$ cat src/rtl/intersection_phase_ctrl.sv
// ---------------------------------------------------------------------------
// intersection_phase_ctrl
//
// Controls the phases of a two-road intersection (main road and side road)
// and a pedestrian crossing. The main road stays green until a side-road car
// or a pedestrian request needs service. Every change of right-of-way goes
// through yellow and then an all-red clearance. Each dwell is timed by one
// shared counter that clears whenever the state changes.
//
// Light encoding per road is one-hot: RED=100, GREEN=010, YELLOW=001.
//
// Ports
//   clk         in   1  clock, rising edge
//   rst         in   1  synchronous reset, active-high
//   side_car    in   1  side-road vehicle sensor (level)
//   ped_req     in   1  pedestrian button (pulse of any width)
//   main_light  out  3  main-road light, decoded from state
//   side_light  out  3  side-road light, decoded from state
//   ped_walk    out  1  walk signal, high only while in PW
//   ped_ack     out  1  registered pulse, high on the first PW cycle
//   phase       out  3  current state code (MG=0 .. PW=6)
// ---------------------------------------------------------------------------
module intersection_phase_ctrl #(
   parameter int MG_MIN    = 8,
   parameter int Y_TIME    = 3,
   parameter int AR_TIME   = 2,
   parameter int SG_TIME   = 6,
   parameter int WALK_TIME = 5,
   parameter int TW        = 8
) (
   input  logic       clk,
   input  logic       rst,
   input  logic       side_car,
   input  logic       ped_req,
   output logic [2:0] main_light,
   output logic [2:0] side_light,
   output logic       ped_walk,
   output logic       ped_ack,
   output logic [2:0] phase
);

   typedef enum logic [2:0] {
      S_MG  = 3'd0,
      S_MY  = 3'd1,
      S_AR1 = 3'd2,
      S_SG  = 3'd3,
      S_SY  = 3'd4,
      S_AR2 = 3'd5,
      S_PW  = 3'd6,
      S_BAD = 3'd7
   } state_t;

   localparam logic [2:0] RED    = 3'b100;
   localparam logic [2:0] GREEN  = 3'b010;
   localparam logic [2:0] YELLOW = 3'b001;

   // A dwell of N cycles ends on the cycle in which the timer reads N-1.
   localparam logic [TW-1:0] MG_LAST   = TW'(MG_MIN - 1);
   localparam logic [TW-1:0] Y_LAST    = TW'(Y_TIME - 1);
   localparam logic [TW-1:0] AR_LAST   = TW'(AR_TIME - 1);
   localparam logic [TW-1:0] SG_LAST   = TW'(SG_TIME - 1);
   localparam logic [TW-1:0] WALK_LAST = TW'(WALK_TIME - 1);

   state_t          state_reg, state_next;
   logic [TW-1:0]   timer_reg, timer_next;
   logic            ped_pending_reg, ped_pending_next;
   logic            ped_ack_reg, ped_ack_next;
   logic            enter_pw;

   // Next-state logic
   always_comb begin
      state_next = state_reg;
      case (state_reg)
         S_MG:  if (timer_reg == MG_LAST && (side_car || ped_pending_reg))
                   state_next = S_MY;
         S_MY:  if (timer_reg == Y_LAST)    state_next = S_AR1;
         // Pedestrians take priority over the side road when both are waiting.
         S_AR1: if (timer_reg == AR_LAST)   state_next = ped_pending_reg ? S_PW : S_SG;
         S_SG:  if (timer_reg == SG_LAST)   state_next = S_SY;
         S_SY:  if (timer_reg == Y_LAST)    state_next = S_AR2;
         S_AR2: if (timer_reg == AR_LAST)   state_next = S_MG;
         S_PW:  if (timer_reg == WALK_LAST) state_next = S_AR2;
         default:                           state_next = S_AR2;
      endcase
   end

   // Dwell timer: restarts on any state change. In MG it parks at MG_LAST so
   // the demand check stays armed while the main road rests on green.
   always_comb begin
      timer_next = timer_reg + 1'b1;
      if (state_next != state_reg)
         timer_next = '0;
      else if (state_reg == S_MG && timer_reg == MG_LAST)
         timer_next = timer_reg;
   end

   assign enter_pw = (state_reg == S_AR1) && (state_next == S_PW);

   // A button press in the same cycle as the clear keeps the request alive,
   // so a press during the walk entry is served on the following round.
   assign ped_pending_next = ped_req | (ped_pending_reg & ~enter_pw);
   assign ped_ack_next     = enter_pw;

   always_ff @(posedge clk) begin
      if (rst) begin
         state_reg       <= S_AR2;
         timer_reg       <= '0;
         ped_pending_reg <= 1'b0;
         ped_ack_reg     <= 1'b0;
      end else begin
         state_reg       <= state_next;
         timer_reg       <= timer_next;
         ped_pending_reg <= ped_pending_next;
         ped_ack_reg     <= ped_ack_next;
      end
   end

   // Light decode from the registered state
   always_comb begin
      main_light = RED;
      side_light = RED;
      case (state_reg)
         S_MG:    main_light = GREEN;
         S_MY:    main_light = YELLOW;
         S_SG:    side_light = GREEN;
         S_SY:    side_light = YELLOW;
         default: begin
            main_light = RED;
            side_light = RED;
         end
      endcase
   end

   assign ped_walk = (state_reg == S_PW);
   assign ped_ack  = ped_ack_reg;
   assign phase    = state_reg;

endmodule

$ cat config.mk
export PLATFORM = sky130hd
export DESIGN_NAME = intersection_phase_ctrl
export DESIGN_NICKNAME = d
export VERILOG_FILES = /design/src/rtl/intersection_phase_ctrl.sv
export SDC_FILE = /design/constraint.sdc
export NUM_CORES = 1
export LEC_CHECK = 0
export CORE_MARGIN = 5
export CORE_UTILIZATION = 38
export CTS_BUF_LIST = sky130_fd_sc_hd__clkbuf_2
export CTS_CLUSTER_DIAMETER = 50
export DETAILED_ROUTE_END_ITERATION = 8
export SYNTH_ARGS = -nofsm -noshare
export SYNTH_HDL_FRONTEND = slang
export SYNTH_SLANG_ARGS = --single-unit
export TNS_END_PERCENT = 20
$ cat constraint.sdc
create_clock -name clk -period 2.2 [get_ports clk]
set_input_delay 0.44 -clock clk [delete_from_list [all_inputs] [get_ports clk]]
set_output_delay 0.44 -clock clk [all_outputs]
set_load 0.1 [all_outputs]
==> results.md <==
* Status: complete, no violations
* Slew Limit Fails at 0
* Fin Hold WS at 577.7 ps
* Maxcap violations at 0
* Asr flop ratio synth at 0
* Synth cell types at 37
* CP required at 2390 ps
* Ports at 15
* Final ANT Viol Nets at 0
* Number of global-route vias before repair at 816
* Post-Syn Area at 848.3 µm²
* Initial antenna violation count at 0
* CTS buffer count at 3
* Routed WL at 2126 µm
* Post-synth EDFFs at 0
* Peak VDD IR at 0.7111 mV
* Max FFs per register at 8
* TNS Setup at 0 ps
* Class of the worst hold path: reg2reg
* Setup-failing EPs final at 0
* Die W at 57.25 µm
* GPL Wtd Cong at 0.8857
* Remaining DRCs at 0
* Post-synthesis mux area share at 0.01180
* Simple-gate portion of the synthesized area at 0.3333
* Avg Cell Area, Syn at 7.855 µm²
* RSZ-0062 raised after global routing: false
* Crit share post-route at 0.9318
* Synth-to-layout area growth at 37.46%
* Fmax at 487.8 MHz
* Main combinational cell family by area after synthesis: simple AND/OR/NAND/NOR gates
* First-pass GRT wire length at 3643 µm
* Full die area at 3278 µm²
* Worst Path Max Fanout at 5
* DR vias/cell at 5.373
* Startpoint Class: flop
* Resize count post-CTS at 0
* Chain of cells forming the critical path: or4_4 > nor3_4 > a211oi_2 > or4_4 > a211oi_1
* Worst path slowest cell: or4_4
* Compound-gate portion of the synthesized area at 0.1844
* CP endpoint kind: flop
* First drt pass iteration count at 7
* Slew at the pin closest to its max-slew limit at 426.8 ps
* Final Non-Filler Cells at 153
* Critical path's most frequent cell: or4_4
* Via count at 822
* Core area at 2170 µm²
* Layout cell share with drive strength beyond 1 at 0.3040
* Insertion delay to the later sink of the worst-skew pair at 260 ps
* Root Buffer Master: clkbuf_2
* Initial DRC Count at 13
* Post-DP HPWL at 1659 µm
* Xor/xnor share of the synthesized area at 0.05162
* Cell Area, Placed at 1144 µm²
* CTS sink count at 13
* Top delay family on crit path: simple AND/OR/NAND/NOR gates
* Syn nets at 116
* Finished layout cell area at 1166 µm²
* Remaining Overflow, GRT at 0
* Nets@finish at 134
* Post-synthesis adder-cell area fraction at 0.05900
* Fin. Hold Viols at 0
* Worst clock skew at 3.889 ps
* Clk buf depth at 2
* TritonCTS clock tree: done
* Arr. time, crit path at 2240 ps
* Row cnt at 17
* Initial core utilization at 0.3910
* Minimum clock period at 2050 ps
* Worst path bufs/invs at 0
* Port buffer count at 14
* Power per cell area at 1145 nW/µm²
* Yosys reg bits at 13
* CP peak stage delay at 590 ps
* Placed Cells at 149
* Largest net degree at the start of global routing at 16
* GRT Total Usage at 0.1414
* Synth Instances at 108
* Clock slew seen by the registers of the worst setup and hold paths at 120 ps
* Seq/Total Area, Yosys at 0.3068
* Post-CTS setup buffer count at 0
* Rel. slew slack at 0.7081
* H-Tree Depth at 1
* CTS Hold Buffers Added at 0
* DIE HEIGHT at 57.25 µm
* Crit Path Category: reg2reg
* Pleak at 0.4638 nW
* Ys flop type: dfxtp_1
* ANT cells at 0
* YS warnings at 0
* WL per Instance at 13.90 µm
cell type report:
class                   count  area, µm²
fillers                   230       1003
multi-input cells          84      599.3
flip-flops and latches     13      271.5
repair buffers             18      217.7
well taps                  28      35.03
inverters                   6      22.52
clock buffers               4      20.02
cells in the final DEF, fill, tap and decap left out, types with 3 or more instances in the layout:
master,n
xnor2_1,4
inv_1,6
nand2_1,10
buf_12,6
ha_1,3
buf_4,9
clkbuf_2,4
nor2_1,13
dfxtp_4,3
nand2b_1,3
dfxtp_1,10
a211oi_1,5
nor3_4,4
a21oi_1,3
clkdlybuf4s50_1,3
and3_1,3
nand3_1,4
o21ai_0,5
path summary, 6_finish.rpt:
check	slack, ps	to	from	cells after the start
min reg2reg	580	timer_reg[7]	timer_reg[7]	2
min	580	timer_reg[7]	timer_reg[7]	2
max	150	timer_reg[2]	timer_reg[4]	5
max reg2reg	150	timer_reg[2]	timer_reg[4]	5
power breakdown:
part / leakage (nW) / internal (mW) / switching [mW]
clock network: 0.0166 / 0.0482 / 0.0737
logic: 0.341 / 0.264 / 0.579
registers: 0.107 / 0.277 / 0.0944
total: 0.464 / 0.589 / 0.747
kinds of logic (layout without fill, tap and decap cells):
| kind of cell | count (synthesis) | after routing |
|---|---|---|
| xor gates and xnor gates | 5 | 5 |
| and+or+nand+nor | 52 | 52 |
| AOI/OAI and AO/OA | 22 | 22 |
| muxes | 1 | 1 |
| DFF | 13 | 13 |
| adders and majority gates | 4 | 4 |
| buffers and inverters | 11 | 28 |
cells in the mapped netlist, types with 2 or more instances:
cell      instances  area share
xnor2_1           4       0.041
inv_1             6       0.027
nand2_1          10       0.044
dfxtp_1          13        0.31
clkbuf_1          2      0.0089
nor2_1           16       0.071
buf_2             2       0.012
or4_4             2       0.027
a211oi_1          5       0.044
and3_1            3       0.022
nand2b_1          3       0.022
nor2b_1           2       0.015
o21ai_0           5       0.029
ha_1              4       0.059
nand3_1           4       0.024
a21oi_1           3       0.018
nor3_1            4       0.024
tightest hold or removal path: cells and delay by family (launching register included):
family | cells | cell delay, ps
and+or+nand+nor | 1 | 40
DFF | 1 | 360
xor gates and xnor gates | 1 | 160
layer usage:
| metal | global-route usage | wire, µm | vias up |
|---|---|---|---|
| li1 | - | - | 418 |
| met1 | 0.1603 | 941 | 386 |
| met2 | 0.2594 | 1067 | 14 |
| met3 | 0.03167 | 89 | 4 |
| met4 | 0.04636 | 27 | 0 |
| met5 | 0 | 0 | - |
per-stage QoR:
stage / power, mW / setup WS [ps] / utilization
final: 1.335 / 150.0 / 0.5375
after floorplan: 0.9976 / -273.1 / -
after CTS: 1.342 / 140.6 / 0.5363
after global placement: 1.214 / 93.36 / 0.5271
after global routing: 1.415 / 2.041 / 0.5375
after detailed placement: 1.220 / 65.41 / 0.5271
No activity file was read; power rests on OpenSTA's default activity.
